`src/rtl/mstream_pkg.sv`:
```
// mstream_pkg: state encoding and default widths shared by the matrix stream transmitter
package mstream_pkg;

    typedef enum logic {
        IDLE   = 1'b0,
        STREAM = 1'b1
    } state_e;

    localparam int MSTREAM_DATA_WIDTH = 32;
    localparam int MSTREAM_DIM_WIDTH  = 8;

endpackage

```
`src/rtl/mstream_tx_oreg.sv`:
```
// mstream_tx_oreg: one-element output register slice carrying data and row/matrix markers
// Optional even-parity output is built when MSTREAM_TX_PARITY_EN is defined.
module mstream_tx_oreg #(
    parameter int DATA_WIDTH = 32
) (
    input  logic                  sys_clk,
    input  logic                  reset_n,
    input  logic                  load_i,
    input  logic [DATA_WIDTH-1:0] data_i,
    input  logic                  row_last_i,
    input  logic                  mat_last_i,
    input  logic                  rdy_i,
    output logic                  vld_o,
    output logic [DATA_WIDTH-1:0] data_o,
    output logic                  row_last_o,
    output logic                  mat_last_o
`ifdef MSTREAM_TX_PARITY_EN
    ,
    output logic                  parity_o
`endif
);

    logic                  vld_q;
    logic [DATA_WIDTH-1:0] data_q;
    logic                  row_last_q;
    logic                  mat_last_q;

    // Capture a new element on load; otherwise drop valid once the consumer takes it
    always_ff @(posedge sys_clk or negedge reset_n) begin
        if (!reset_n) begin
            vld_q      <= 1'b0;
            data_q     <= '0;
            row_last_q <= 1'b0;
            mat_last_q <= 1'b0;
        end else if (load_i) begin
            vld_q      <= 1'b1;
            data_q     <= data_i;
            row_last_q <= row_last_i;
            mat_last_q <= mat_last_i;
        end else if (rdy_i) begin
            vld_q      <= 1'b0;
        end
    end

    assign vld_o      = vld_q;
    assign data_o     = data_q;
    assign row_last_o = row_last_q;
    assign mat_last_o = mat_last_q;

`ifdef MSTREAM_TX_PARITY_EN
    logic parity_q;

    // Parity is loaded together with the data so it holds under backpressure as well
    always_ff @(posedge sys_clk or negedge reset_n) begin
        if (!reset_n) begin
            parity_q <= 1'b0;
        end else if (load_i) begin
            parity_q <= ^data_i;
        end
    end

    assign parity_o = parity_q;
`endif

endmodule

```
`src/rtl/mstream_tx.sv`:
```
// mstream_tx: streams a rows x cols matrix received element-wise in row-major order,
// tagging the last column of each row and the last element of the matrix.
// Define MSTREAM_TX_PARITY_EN to add the tx_parity output.
module mstream_tx
    import mstream_pkg::*;
#(
    parameter int DATA_WIDTH = MSTREAM_DATA_WIDTH,
    parameter int DIM_WIDTH  = MSTREAM_DIM_WIDTH
) (
    input  logic                  sys_clk,
    input  logic                  reset_n,
    input  logic                  cmd_vld,
    output logic                  cmd_rdy,
    input  logic [DIM_WIDTH-1:0]  cmd_rows,
    input  logic [DIM_WIDTH-1:0]  cmd_cols,
    input  logic                  in_vld,
    output logic                  in_rdy,
    input  logic [DATA_WIDTH-1:0] in_data,
    output logic                  tx_vld,
    input  logic                  tx_rdy,
    output logic [DATA_WIDTH-1:0] tx_data,
    output logic                  tx_row_last,
    output logic                  tx_mat_last,
    output logic                  cmd_err,
    output logic                  busy
`ifdef MSTREAM_TX_PARITY_EN
    ,
    output logic                  tx_parity
`endif
);

    localparam logic [DIM_WIDTH-1:0] DIM_ONE = 1;

    state_e               state_q;
    logic [DIM_WIDTH-1:0] rows_q;
    logic [DIM_WIDTH-1:0] cols_q;
    logic [DIM_WIDTH-1:0] row_cnt_q;
    logic [DIM_WIDTH-1:0] col_cnt_q;
    logic                 cmd_err_q;
    logic                 cmd_hs;
    logic                 cmd_zero;
    logic                 in_hs;
    logic                 row_last;
    logic                 mat_last;

    // A new command waits until the last element of the previous matrix has left
    assign cmd_rdy  = (state_q == IDLE) && !tx_vld;
    assign in_rdy   = (state_q == STREAM) && (!tx_vld || tx_rdy);
    assign cmd_hs   = cmd_vld && cmd_rdy;
    assign cmd_zero = (cmd_rows == '0) || (cmd_cols == '0);
    assign in_hs    = in_vld && in_rdy;
    assign row_last = col_cnt_q == cols_q - DIM_ONE;
    assign mat_last = row_last && (row_cnt_q == rows_q - DIM_ONE);
    assign cmd_err  = cmd_err_q;
    assign busy     = (state_q != IDLE) || tx_vld;

    // Command acceptance, row-major position walk and return to IDLE on the final element
    always_ff @(posedge sys_clk or negedge reset_n) begin
        if (!reset_n) begin
            state_q   <= IDLE;
            rows_q    <= '0;
            cols_q    <= '0;
            row_cnt_q <= '0;
            col_cnt_q <= '0;
            cmd_err_q <= 1'b0;
        end else begin
            cmd_err_q <= cmd_hs && cmd_zero;
            case (state_q)
                IDLE: begin
                    if (cmd_hs && !cmd_zero) begin
                        state_q   <= STREAM;
                        rows_q    <= cmd_rows;
                        cols_q    <= cmd_cols;
                        row_cnt_q <= '0;
                        col_cnt_q <= '0;
                    end
                end
                STREAM: begin
                    if (in_hs) begin
                        col_cnt_q <= row_last ? '0 : col_cnt_q + DIM_ONE;
                        row_cnt_q <= row_last ? row_cnt_q + DIM_ONE : row_cnt_q;
                        if (mat_last) begin
                            state_q <= IDLE;
                        end
                    end
                end
                default: state_q <= IDLE;
            endcase
        end
    end

    mstream_tx_oreg #(
        .DATA_WIDTH (DATA_WIDTH)
    ) u_oreg (
        .sys_clk    (sys_clk),
        .reset_n    (reset_n),
        .load_i     (in_hs),
        .data_i     (in_data),
        .row_last_i (row_last),
        .mat_last_i (mat_last),
        .rdy_i      (tx_rdy),
        .vld_o      (tx_vld),
        .data_o     (tx_data),
        .row_last_o (tx_row_last),
        .mat_last_o (tx_mat_last)
`ifdef MSTREAM_TX_PARITY_EN
        ,
        .parity_o   (tx_parity)
`endif
    );

endmodule

```
`config.mk`:
```
export PLATFORM = sky130hd
export DESIGN_NAME = mstream_tx
export DESIGN_NICKNAME = d
export VERILOG_FILES = /design/src/rtl/mstream_pkg.sv /design/src/rtl/mstream_tx_oreg.sv /design/src/rtl/mstream_tx.sv
export SDC_FILE = /design/constraint.sdc
export NUM_CORES = 1
export LEC_CHECK = 0
export CAP_MARGIN = 20
export CELL_PAD_IN_SITES_DETAIL_PLACEMENT = 2
export CELL_PAD_IN_SITES_GLOBAL_PLACEMENT = 2
export CORE_MARGIN = 5
export CORE_UTILIZATION = 29
export DETAILED_ROUTE_END_ITERATION = 16
export HOLD_SLACK_MARGIN = 0.03
export PLACE_DENSITY_LB_ADDON = 0.1
export RECOVER_POWER = 100
export SLEW_MARGIN = 10
export SYNTH_ARGS = -nofsm -noshare
export SYNTH_HDL_FRONTEND = slang
export SYNTH_SLANG_ARGS = --single-unit
```
`constraint.sdc`:
```
create_clock -name sys_clk -period 2.5 [get_ports sys_clk]
set_input_delay 0.25 -clock sys_clk [delete_from_list [all_inputs] [get_ports sys_clk]]
set_output_delay 0.25 -clock sys_clk [all_outputs]
set_load 0.02 [all_outputs]
```
; ---- Word-level counts from Yosys, hierarchy flattened
; Index checks and enable logic that the tools add are counted.
[word_totals]
register_bits = 69
input_bits = 53
output_inout_bits = 39
wordCells = 51
[classes]
addsub = 4
eq_ne = 5
mux = 13
bitwise = 1
n_reduce_logical = 18
[op_table]
columns = operator, n
row1 = $mux W8, 5
row2 = $pmux W8 S2, 2
row3 = $add A8 B1 Y8 const B, 2
row4 = $eq A8 B8 Y1, 2
row5 = $logic_not A8 Y1, 2
row6 = $sub A8 B1 Y8 const B, 2
row7 = $logic_and A1 B1 Y1, 7
row8 = $ne A2 B1 Y1 const B, 3
row9 = $mux W1, 5
row10 = $reduce_and A2 Y1, 2
row11 = $logic_or A1 B1 Y1, 3
row12 = $reduce_and A3 Y1, 1
row13 = $logic_not A1 Y1, 2
row14 = $pmux W1 S2, 1
row15 = $reduce_bool A2 Y1, 1
row16 = $not A1 Y1, 1

; ---- Depth between registers and ports, before layout
; Gate-level depths: netlist (run 1).
[logic_depth]
ltp_word = 6
ltp_mapped = 8
mapped_depth_nobuf = 8

; ---- Hierarchy
; Synthesis (run 1) repeated with hierarchy kept, for this count alone.
[hier_totals]
cells_unflattened = 320
hier_area_um2 = 3510.9
[modules_own_cells]
columns = mod, n_inst, cells_per_inst, area_per_inst_um2, seq_area_each_um2
row1 = mstream_tx, 1, 245, 2060.7, 850.8
row2 = mstream_tx_oreg, 1, 75, 1450.1, 875.8

; ---- Worst setup path before layout (run 1)
; OpenSTA, ideal clock, no wires.
[synth_path]
path_kind = register to register
from = register cols_q[0]
to = register row_cnt_q[7]
setup_ps = 78
arrival_time_ps = 2081
required_ps = 2422
path_slack_ps = 341
path_stages_with_launch = 9
n_path_buf = 0
synth_period_minus_slack_ps = 2159
cell_sequence = dfrtp_1 > inv_1 > ha_1 > xnor2_1 > a311oi_1 > o2111a_2 > o211ai_4 > or4_1 > a21oi_1
[synth_via]
elab_chain_len = 4
[synth_lines]
columns = item, line_no
row1 = from (decl), mstream_tx.sv:36  ; logic [DIM_WIDTH-1:0] cols_q;
row2 = from (signal assigned), mstream_tx.sv:73  ; cols_q <= cmd_cols;
row3 = $sub A8 B1 Y8, mstream_tx.sv:52  ; assign row_last = col_cnt_q == cols_q - DIM_ONE;
row4 = $eq A8 B8 Y1, mstream_tx.sv:52
row5 = $ne A2 B1 Y1 (no line), -
row6 = $reduce_and A3 Y1 (no line), -
row7 = to (signal assigned), mstream_tx.sv:81  ; row_cnt_q <= row_last ? row_cnt_q + DIM_ONE : row_cnt_q;
row8 = to (decl), mstream_tx.sv:37  ; logic [DIM_WIDTH-1:0] row_cnt_q;
; Every way passes these cells.
; A chain may end at the register's enable or synchronous reset.

; ---- Final worst setup path (run 1)
; Ends and elaborated chain as after synthesis.

==> summary.txt, run 1 <==
Status
  – Status: finished, violations left
  – Failing checks: max-capacitance violations, max-slew violations

Clock network
  – CTS Hold Bufs: 0
  – CTS buffer count: 9
  – Reg clk slew, reported paths: 0.06 ns
  – Htree depth: 3
  – Worst-case clock buffer depth: 2
  – # clock sinks: 69
  – CTS tree: done
  – Root Buffer: clkbuf_16
  – Worst-Skew Late Latency: 0.34 ns

Cells and area
  – Area Overhead vs Synth: 41.05%
  – FF+latch area: 1728 sq um
  – Multi-input logic area: 1568 sq um
  – Final #Nets: 498
  – Fillers: 1231
  – Share of cells above drive strength 1: 8.764%
  – Diodes inserted: 0

Die
  – Num rows: 39
  – IO Pins: 92
  – Starting Density: 29.57%
  – Die span in x: 117.7 um
  – Die H: 117.7 um
  – DIE AREA: 13850 sq um
  – Core Box Area: 11370 sq um

Critical path
  – Reg2Reg Setup Slack: 0.17 ns
  – R2R Path End: row_cnt_q[7]$_DFFE_PN0P_
  – Crit end category: flop
  – FF-to-FF path depth: 8
  – CP Max Fanout: 9
  – Crit path to: row_cnt_q[7]$_DFFE_PN0P_
  – Critical path startpoint: cols_q[0]$_DFFE_PN0P_
  – WP data required: 2.76 ns
  – Worst setup path category: reg2reg
  – Startpoint Class: flop
  – CP Data Arrival Time: 2.60 ns
  – Worst r2r src: cols_q[0]$_DFFE_PN0P_

Power and ir drop
  – Leakage: 2.254 nW
  – PwrDens: 665.9 nW/um^2
  – P_sw: 889.2 uW
  – Switch share: 28.16%
  – Sequential Power Share: 42.5%
  – Peak VDD IR: 0.3384 mV
  – Clock power share: 38.6%
  – Combinational share of power: 19.0%
  – Pint: 2.268 mW
  – Overall Power: 3.158 mW

STA
  – Setup ws final: 0.1663 ns
  – Rel. slew slack: -18.70%
  – Final period utilization: 93.35%
  – WHS: 0.3822 ns
  – # setup viols final: 0
  – Hold Vio Cnt, Final: 0
  – Max Freq: 428.5 MHz
  – Worst slew pin tran: 1.781 ns
  – Minimum clock period after layout: 2.334 ns
  – Clk_skew: 0.004849 ns
  – Fin. max-slew vios: 70
  – Setup TNS: 0 ns

Synth
  – Adder-cell share of the synthesized area: 1.489%
  – Ys flop type: dfrtp_1
  – Largest family of logic cells by synthesized area: simple AND/OR/NAND/NOR gates
  – Yosys warnings: 0
  – Mux contribution to synthesized area: 5.657%
  – FF+latch count, synth: 69
  – Sequential-to-total area share from yosys stat: 51.36%
  – Synth Area in XOR/XNOR: 7.406%
  – Post-synthesis cell area: 3362 sq um
  – Async set or reset register ratio after synthesis: 100.0%
  – Mapped Avg Cell Area: 9.745 sq um
  – Post-synth EDFFs: 0
  – Synth Area in Simple Gates: 23.30%
  – Yosys cell types: 49
  – Syn Nets: 402
  – Post-synthesis compound-gate area fraction: 8.448%
  – Cells after synthesis: 345

Drt
  – DRC viols: 0
  – Routed WL: 10090 um
  – Post-route ant nets: 0
  – Met1 Wirelength: 4330 um
  – DR WL/cell: 17.16 um
  – Avg Vias per Cell: 4.891
  – Routed via count: 2876
  – Met2 wire len: 4615 um
  – Top Metal Used: met4
  – DR WL met3: 1003 um
  – First-pass DRT Iterations: 4
  – Number of DRC markers in iteration 0: 69

Placed design
  – Final HPWL from detailed placement: 7183 um
  – Routability Congestion: 0.7347
  – Port Buffers: 91
  – Setup WS pre-CTS: 0.1365 ns

GRT
  – Vias in the first global route: 3283
  – Overall Global Routing Usage: 15.27%
  – Largest net degree at the start of global routing: 70
  – First-pass GRT wire length: 17180 um
  – Overflow after GRT: 0
  – Initial antenna violation count: 0

Hold path
  – Hold crit path type: in2async

Flow run
  – MaxCap Viol Count: 1
-- final cells by class --
class | count | area share [%]
well taps | 143 | 3.773
repair buffers | 96 | 20.05
clock inverters | 1 | 0.1055
flip-flops and latches | 69 | 36.44
inverters | 10 | 0.7916
multi-input cells | 255 | 33.06
clock buffers | 14 | 5.778
-- critical path, stage by stage (launching register included) --
cell	delay (ns)
dfrtp_2	0.42
inv_1	0.06
ha_1	0.30
xnor2_1	0.13
a311oi_1	0.21
o2111a_2	0.30
o211ai_4	0.14
or4_1	0.54
a21oi_1	0.15
-- sequential cells by signal (all words and copies together), names as in the netlist --
register	flops
u_oreg.data_o	32
col_cnt_q	8
cols_q	8
row_cnt_q	8
rows_q	8
cmd_err	1
state_q	1
u_oreg.mat_last_o	1
u_oreg.row_last_o	1
u_oreg.vld_o	1
-- synth_stat cells (all sizes together), types with 4 or more instances --
master	n	share of area [%]
a21oi	10	1.5
a31oi	4	0.74
and3	4	0.74
clkbuf	9	1.0
dfrtp	69	51
ha	4	1.5
inv	10	1.1
mux2	16	5.4
nand2	114	13
nand3	9	1.3
nor2	14	1.6
nor4	9	2.1
o21ai	4	0.60
xnor2	19	4.9
xor2	6	1.8
-- cell usage in the layout, fill, tap and decap left out, drive strengths merged, types with 4 or more instances in the layout --
master and n:
nand2 114, dfrtp 69, clkdlybuf4s50 50, dlygate4sd3 40
xnor2 19, clkbuf 17, mux2 16, nor2 14
inv 10, a21oi 10, nor4 9, nand3 9
xor2 6, a31oi 4, and3 4, ha 4
o21ai 4
-- power groups by stage --
stage | Clock (mW) | Combinational, mW | Sequential (mW)
3_5_place_dp | 0 | 0.640 | 1.37
2_1_floorplan | 0 | 0.220 | 1.43
3_3_place_gp | 0 | 0.633 | 1.36
4_1_cts | 1.26 | 0.648 | 1.35
6_report | 1.22 | 0.599 | 1.34
5_1_grt | 1.30 | 0.660 | 1.36
-- kinds of logic (layout without fill, tap and decap cells) --
group / Yosys count / count (layout)
adders and majority gates: 4 / 4
buffers and inverters: 21 / 121
DFF: 69 / 69
muxes: 17 / 17
and+or+nand+nor: 172 / 172
xor gates and xnor gates: 26 / 26
AOI/OAI and AO/OA: 36 / 36
-- worst min-delay path by stage --
stage	from	endpoint	cells past startpoint
after floorplan	reset_n	cmd_err$_DFF_PN0_	0
after global placement	reset_n	rows_q[2]$_DFFE_PN0P_	1
after detailed placement	reset_n	rows_q[2]$_DFFE_PN0P_	1
after CTS	reset_n	rows_q[2]$_DFFE_PN0P_	1
after global routing	in_data[28]	u_oreg.data_o[28]$_DFFE_PN0P_	3
final	reset_n	rows_q[2]$_DFFE_PN0P_	1
-- through the flow --
stage	area (sq um)	instances	utilization, %
global placement	4463	573	39.25
floorplan	3362	345	-
global route	4742	588	41.71
detailed placement	4463	573	39.25
finish	4742	588	41.71
CTS	4742	588	41.71
-- routing by layer --
layer  global-route usage (%)  vias to the layer above
li1                         -                     1363
met1                    18.11                     1422
met2                    23.66                       79
met3                    8.121                       12
met4                    5.161                        0
met5                        0                        -
-- what timing repair did --
item,CTS,global route
endpoints found under the hold margin,0,0
setup buffers,0,0
resized for setup,0,3
setup endpoints to repair,0,4
Power figures use the tool's default switching activity.
==> run 2: changes to the inputs <==
ABC_CLOCK_PERIOD_IN_PS = 2500   (was not set)
==> results of run 2 <==
Final layout, timing and power as in run 1 (identical DEF).
